===== src/rtl/snoop_responder_if.sv =====
// Snoop bus bundle between a remote cache controller and the local snoop responder.
// The master side drives the snoop request and lookup results; the slave side is the responder.
interface snoop_responder_if #(
  parameter int ADDR_W = 8
);
  logic              snoop_in;
  logic [1:0]        bus_func;
  logic [ADDR_W-1:0] bus_addr;
  logic              lk_req;
  logic [ADDR_W-1:0] lk_addr;
  logic              lk_tag_match;
  logic [1:0]        lk_stat;
  logic              data_rd;
  logic [3:0]        beat_idx;
  logic              st_wr;
  logic [1:0]        st_new;
  logic              snoop_hit;
  logic              snoop_ready;
  logic              busy;

  modport master (
    output snoop_in, bus_func, bus_addr, lk_tag_match, lk_stat,
    input  lk_req, lk_addr, data_rd, beat_idx, st_wr, st_new,
           snoop_hit, snoop_ready, busy
  );

  modport slave (
    input  snoop_in, bus_func, bus_addr, lk_tag_match, lk_stat,
    output lk_req, lk_addr, data_rd, beat_idx, st_wr, st_new,
           snoop_hit, snoop_ready, busy
  );
endinterface


===== src/rtl/snoop_responder.sv =====
// Snoop responder: looks up a snooped line locally, streams its data beats on a hit,
// downgrades or invalidates the local copy, then signals completion with a one-cycle pulse.
module snoop_responder #(
  parameter int ADDR_W = 8,
  parameter int BEATS  = 4
) (
  input  logic               clk,
  input  logic               reset,
  snoop_responder_if.slave   bus
);
  typedef enum logic [2:0] {
    IDLE   = 3'd0,
    LOOKUP = 3'd1,
    DRIVE  = 3'd2,
    UPDATE = 3'd3,
    DONE   = 3'd4
  } state_t;

  localparam logic [1:0] F_B_READ  = 2'b10;
  localparam logic [1:0] F_P_WRITE = 2'b01;
  localparam logic [1:0] ST_EXCL   = 2'b11;
  localparam logic [1:0] ST_SHRD   = 2'b10;
  localparam logic [1:0] ST_INVL   = 2'b00;
  localparam logic [3:0] LAST_BEAT = 4'(BEATS - 1);

  state_t            state_r;
  logic [ADDR_W-1:0] addr_r;
  logic [1:0]        func_r;
  logic [1:0]        stat_r;
  logic              hit_r;
  logic [3:0]        beat_r;
  logic              lk_req_r;
  logic              data_rd_r;
  logic              st_wr_r;
  logic [1:0]        st_new_r;
  logic              snoop_ready_r;
  logic              snoop_hit_r;
  logic              busy_r;

  logic              lookup_hit_s;
  logic              upd_wr_s;
  logic [1:0]        upd_new_s;

  assign lookup_hit_s = bus.lk_tag_match && (bus.lk_stat != ST_INVL);

  // Local state change owed for the captured snoop: invalidate on p_write, downgrade an exclusive line on b_read.
  always_comb begin
    upd_wr_s  = 1'b0;
    upd_new_s = 2'b00;
    if (func_r == F_P_WRITE) begin
      upd_wr_s  = 1'b1;
      upd_new_s = ST_INVL;
    end else if (stat_r == ST_EXCL) begin
      upd_wr_s  = 1'b1;
      upd_new_s = ST_SHRD;
    end else begin
      upd_wr_s  = 1'b0;
      upd_new_s = 2'b00;
    end
  end

  // Responder FSM; every output is registered alongside the state it belongs to.
  always_ff @(posedge clk or posedge reset) begin
    if (reset) begin
      state_r       <= IDLE;
      addr_r        <= {ADDR_W{1'b0}};
      func_r        <= 2'b00;
      stat_r        <= 2'b00;
      hit_r         <= 1'b0;
      beat_r        <= 4'd0;
      lk_req_r      <= 1'b0;
      data_rd_r     <= 1'b0;
      st_wr_r       <= 1'b0;
      st_new_r      <= 2'b00;
      snoop_ready_r <= 1'b0;
      snoop_hit_r   <= 1'b0;
      busy_r        <= 1'b0;
    end else begin
      lk_req_r      <= 1'b0;
      data_rd_r     <= 1'b0;
      st_wr_r       <= 1'b0;
      st_new_r      <= 2'b00;
      snoop_ready_r <= 1'b0;
      snoop_hit_r   <= 1'b0;
      busy_r        <= 1'b1;
      case (state_r)
        IDLE: begin
          if (bus.snoop_in && (bus.bus_func == F_B_READ || bus.bus_func == F_P_WRITE)) begin
            addr_r   <= bus.bus_addr;
            func_r   <= bus.bus_func;
            lk_req_r <= 1'b1;
            state_r  <= LOOKUP;
          end else begin
            busy_r  <= 1'b0;
            state_r <= IDLE;
          end
        end
        LOOKUP: begin
          hit_r  <= lookup_hit_s;
          stat_r <= bus.lk_stat;
          if (lookup_hit_s) begin
            data_rd_r <= 1'b1;
            beat_r    <= 4'd0;
            state_r   <= DRIVE;
          end else begin
            snoop_ready_r <= 1'b1;
            snoop_hit_r   <= 1'b0;
            state_r       <= DONE;
          end
        end
        DRIVE: begin
          if (beat_r == LAST_BEAT) begin
            beat_r   <= 4'd0;
            st_wr_r  <= upd_wr_s;
            st_new_r <= upd_new_s;
            state_r  <= UPDATE;
          end else begin
            beat_r    <= beat_r + 4'd1;
            data_rd_r <= 1'b1;
            state_r   <= DRIVE;
          end
        end
        UPDATE: begin
          snoop_ready_r <= 1'b1;
          snoop_hit_r   <= hit_r;
          state_r       <= DONE;
        end
        DONE: begin
          busy_r  <= 1'b0;
          state_r <= IDLE;
        end
        default: begin
          busy_r  <= 1'b0;
          beat_r  <= 4'd0;
          state_r <= IDLE;
        end
      endcase
    end
  end

  assign bus.lk_req      = lk_req_r;
  assign bus.lk_addr     = lk_req_r ? addr_r : {ADDR_W{1'b0}};
  assign bus.data_rd     = data_rd_r;
  assign bus.beat_idx    = beat_r;
  assign bus.st_wr       = st_wr_r;
  assign bus.st_new      = st_new_r;
  assign bus.snoop_hit   = snoop_hit_r;
  assign bus.snoop_ready = snoop_ready_r;
  assign bus.busy        = busy_r;
endmodule

===== src/flat_wrapper.sv =====
// flat-port wrapper written by rule: the top's interface ports become plain ports
module snoop_responder_flat 
#(
  parameter int ADDR_W = 8,
  parameter int BEATS  = 4
)
  (clk, reset, bus_snoop_in, bus_bus_func, bus_bus_addr, bus_lk_tag_match, bus_lk_stat, bus_lk_req, bus_lk_addr, bus_data_rd, bus_beat_idx, bus_st_wr, bus_st_new, bus_snoop_hit, bus_snoop_ready, bus_busy);
  snoop_responder_if #(.ADDR_W(ADDR_W)) bus_i ();
  input  logic clk;
  input  logic reset;
  input wire logic [$bits(bus_i.snoop_in)-1:0] bus_snoop_in;
  input wire logic [$bits(bus_i.bus_func)-1:0] bus_bus_func;
  input wire logic [$bits(bus_i.bus_addr)-1:0] bus_bus_addr;
  input wire logic [$bits(bus_i.lk_tag_match)-1:0] bus_lk_tag_match;
  input wire logic [$bits(bus_i.lk_stat)-1:0] bus_lk_stat;
  output wire logic [$bits(bus_i.lk_req)-1:0] bus_lk_req;
  output wire logic [$bits(bus_i.lk_addr)-1:0] bus_lk_addr;
  output wire logic [$bits(bus_i.data_rd)-1:0] bus_data_rd;
  output wire logic [$bits(bus_i.beat_idx)-1:0] bus_beat_idx;
  output wire logic [$bits(bus_i.st_wr)-1:0] bus_st_wr;
  output wire logic [$bits(bus_i.st_new)-1:0] bus_st_new;
  output wire logic [$bits(bus_i.snoop_hit)-1:0] bus_snoop_hit;
  output wire logic [$bits(bus_i.snoop_ready)-1:0] bus_snoop_ready;
  output wire logic [$bits(bus_i.busy)-1:0] bus_busy;
  assign bus_i.snoop_in = bus_snoop_in;
  assign bus_i.bus_func = bus_bus_func;
  assign bus_i.bus_addr = bus_bus_addr;
  assign bus_i.lk_tag_match = bus_lk_tag_match;
  assign bus_i.lk_stat = bus_lk_stat;
  assign bus_lk_req = bus_i.lk_req;
  assign bus_lk_addr = bus_i.lk_addr;
  assign bus_data_rd = bus_i.data_rd;
  assign bus_beat_idx = bus_i.beat_idx;
  assign bus_st_wr = bus_i.st_wr;
  assign bus_st_new = bus_i.st_new;
  assign bus_snoop_hit = bus_i.snoop_hit;
  assign bus_snoop_ready = bus_i.snoop_ready;
  assign bus_busy = bus_i.busy;
  snoop_responder #(.ADDR_W(ADDR_W), .BEATS(BEATS)) u_core (.clk(clk), .reset(reset), .bus(bus_i));
endmodule

===== config.mk =====
export PLATFORM = sky130hd
export DESIGN_NAME = snoop_responder_flat
export DESIGN_NICKNAME = d
export VERILOG_FILES = /design/src/rtl/snoop_responder_if.sv /design/src/rtl/snoop_responder.sv /design/src/flat_wrapper.sv
export SDC_FILE = /design/constraint.sdc
export NUM_CORES = 1
export LEC_CHECK = 0
export ABC_CLOCK_PERIOD_IN_PS = 1700
export CAP_MARGIN = 20
export CORE_MARGIN = 5
export CORE_UTILIZATION = 40
export CTS_CLUSTER_SIZE = 20
export DETAILED_ROUTE_END_ITERATION = 7
export HOLD_SLACK_MARGIN = 0.03
export PLACE_DENSITY = 0.73
export SETUP_SLACK_MARGIN = 0.05
export SLEW_MARGIN = 25
export SYNTH_ARGS = -nofsm -noshare
export SYNTH_HDL_FRONTEND = slang
export SYNTH_SLANG_ARGS = --single-unit

===== constraint.sdc =====
create_clock -name clk -period 1.7 [get_ports clk]
set_clock_uncertainty 0.2 [all_clocks]
set_input_delay 0.34 -clock clk [delete_from_list [all_inputs] [get_ports clk]]
set_output_delay 0.34 -clock clk [all_outputs]
set_load 0.02 [all_outputs]

==> results.py <==
metrics = {
    "global_routing": {
        "gr-total-overflow": 0,
        "grt_pass1_vias": 962,
        "grt_max_degree": 28,
        "antenna_found_initial": 0,
        "grt_pass1_wl_um": 4320,
        "grt.total_usage": 0.128,
    },
    "critical_path": {
        "crit_type": "reg -> out",
        "worst_setup_path_start_kind": "flop",
        "worstPathBufferInverterCount": 2,
        "crit_chain": "buf_6 > and2_4 > buf_6",
        "crit_family": "flip-flops",
        "slowest_stage": "dfrtp_1",
        "path_max_fanout": 4,
        "cpPeakStageDelay_ns": 0.42,
        "path_common_cell": "buf_6",
        "arrival_ns": 1.13,
        "worstPathRequired_ns": 1.16,
        "crit_path_end_kind": "primary output",
    },
    "clock_tree": {
        "htreeDepth": 1,
        "cts_buffer_depth": 2,
        "hold_buffers": 0,
        "clock_latency_ns": 0.31,
        "clock_sinks": 27,
        "root_buffer": "clkbuf_4",
        "cts_tree": "yes",
        "clk_pin_slew_worst_paths_ns": 0.14,
        "cts_made_buffers": 3,
    },
    "synthesis": {
        "synth_most_common_cell": "dfrtp_1",
        "yosysTopAreaCellShare": 0.576,
        "syn_avg_cell_area_um2": 11.9,
        "synth_cell_types": 28,
        "synth_common_cells": "27 x dfrtp_1, 10 x nand2_1, 9 x o21ai_0, 8 x and2_1, 6 x mux2_4",
        "synth-warning-count": 0,
        "synth_edf_count": 0,
        "yosysTopAreaCell": "dfrtp_1",
        "ys_top_cells_by_area": "dfrtp_1 58%, mux2_4 7.7%, mux2_2 4.8%",
        "synth_flop_cell": "dfrtp_1",
        "ys_async_sr_fraction": 1.00,
        "synth-seq-cells": 27,
        "synth_area_um2": 1170,
        "synth.net_count": 116,
        "synthCells": 99,
        "synth_seq_area_share": 0.576,
    },
    "timing": {
        "max_freq_mhz": 599,
        "grt_setup_unrepaired": "yes",
        "report.final.setup_viol": 0,
        "period_needed_ns": 1.67,
        "drv_slew": 0,
        "fin_crit_sh": 0.983,
        "finalHoldViolCount": 0,
    },
    "route": {
        "drtIter0Drc": 30,
        "wl_um": 2580,
        "drtAntennaViolNets": 0,
        "firstDrtPassIters": 4,
        "vias_per_cell": 4.99,
        "num_vias": 898,
        "avgRoutedWirePerCell_um": 14.4,
        "drcViolationCount": 0,
    },
    "floorplanning": {
        "die_area_um2": 4120,
        "pin_count": 36,
        "die_y_um": 64.2,
        "core_area_um2": 2780,
        "core.rowCount": 19,
        "initial_core_util": 0.422,
        "die_x_um": 64.2,
    },
    "final_layout": {
        "stdcell_area_um2": 1740,
        "insertedDiodeCount": 0,
        "stdcell_count": 180,
        "final_nets": 167,
        "syn2layout_area_growth_pct": 48.3,
        "seqCellArea_um2": 679,
        "fillCellCount": 243,
        "multi_input_area_um2": 524,
        "post_route_cells_drive_above_1_share": 0.389,
    },
    "power": {
        "cellLeakagePower_nw": 0.865,
        "p_per_area_nw_per_um2": 1350,
        "power_w": 0.00235,
        "peakVddDrop_uv": 755,
    },
    "place": {
        "place.gp.congestion": 0.797,
        "port_buffers": 34,
        "dp_cells": 171,
        "dpl_cell_area_um2": 1620,
        "dpl.hpwl_um": 1850,
    },
    "flow_run": {
        "drv_cap": 0,
    },
    "outcome": {
        "status": "complete, no violations",
    },
    "hold_path": {
        "holdCritPathClass": "in -> async",
    },
}
[logic make-up after synthesis]
logic type,share of synthesized area
AND/OR/NAND/NOR,0.181
flip-flops,0.576
AO/OA/AOI/OAI,0.0597
multiplexers,0.133
buffers and inverters,0.0288
adder cells (fa/ha/maj),0.0107
other,0.00320
XOR/XNOR,0.00746
[sequential cells by signal (all words and copies together) (netlist names), 2 cells and up]
register             flops
u_core.addr_r            8
u_core.bus.beat_idx      4
u_core.func_r            2
u_core.stat_r            2
u_core.state_r           3
[layout by cell type, fill, tap and decap left out, types with 2 or more instances in the layout]
cell type	n
dfrtp_1	24
clkdlybuf4s50_1	14
buf_4	12
nand2_1	10
buf_6	10
o21ai_0	9
and2_4	8
dlygate4sd2_1	8
mux2_4	6
mux2_2	5
nor2_1	4
nand3_1	4
inv_1	3
clkbuf_4	3
dfrtp_2	3
o21a_1	2
nand2b_1	2
a21oi_1	2
clkbuf_2	2
[worst paths after layout]
check                                         endpoint  depth (start not counted)  slack, ns                   start
worst min-delay path                  u_core.func_r[0]                          3       0.16                   reset
worst min register to register            u_core.hit_r                          2       0.32            u_core.hit_r
min in group clk                          u_core.hit_r                          2       0.32            u_core.hit_r
max in group asynchronous       u_core.bus.beat_idx[0]                          3       0.86                   reset
worst max register to register  u_core.bus.beat_idx[3]                          5       0.10  u_core.bus.beat_idx[0]
worst max-delay path                    bus_lk_addr[4]                          3       0.03       u_core.bus.lk_req
[report_power, final]
part / internal (W) / switching, W / total, W
Sequential: 0.000884 / 0.000164 / 0.00105
Clock: 0.0000879 / 0.000176 / 0.000264
Combinational: 0.000573 / 0.000469 / 0.00104
[cell type report]
type | instances | share of cell area
Sequential cell | 27 | 0.390
Multi-Input combinational cell | 66 | 0.301
Timing Repair Buffer | 49 | 0.264
Tap cell | 31 | 0.0223
Clock buffer | 3 | 0.0129
Inverter | 3 | 0.00647
Clock inverter | 1 | 0.00288
[stage by stage]
step	setup TNS, ns	util	hold slack (ns)	setup slack (ns)
after detailed placement	-3.78	0.583	0.285	-0.350
after CTS	-0.506	0.603	0.158	-0.135
after global routing	-0.148	0.626	0.171	-0.0300
after floorplan	0	-	0.193	0.0558
after global placement	-3.10	0.583	0.271	-0.305
final	0	0.626	0.165	0.0296
[worst register-to-register path: stages (launching register included)]
cell	delay [ns]
dfrtp_2	0.46
ha_4	0.17
nor3b_4	0.14
nand3b_1	0.18
or3_1	0.32
nand3_1	0.07
[layer usage]
layer / vias up / wire length, um / GRT usage
li1: 435 / - / -
met1: 430 / 1060 / 0.145
met2: 31 / 1360 / 0.234
met3: 2 / 159 / 0.0385
met4: 0 / 6 / 0.0331
met5: - / 0 / 0
[repair_timing]
action                     in CTS  in global routing
pin swaps                       2                  4
buffers inserted                3                  2
setup endpoints to repair      29                 15
gates cloned                    0                  0
resized for setup              62                 27
(Power assumes the default switching activity.)
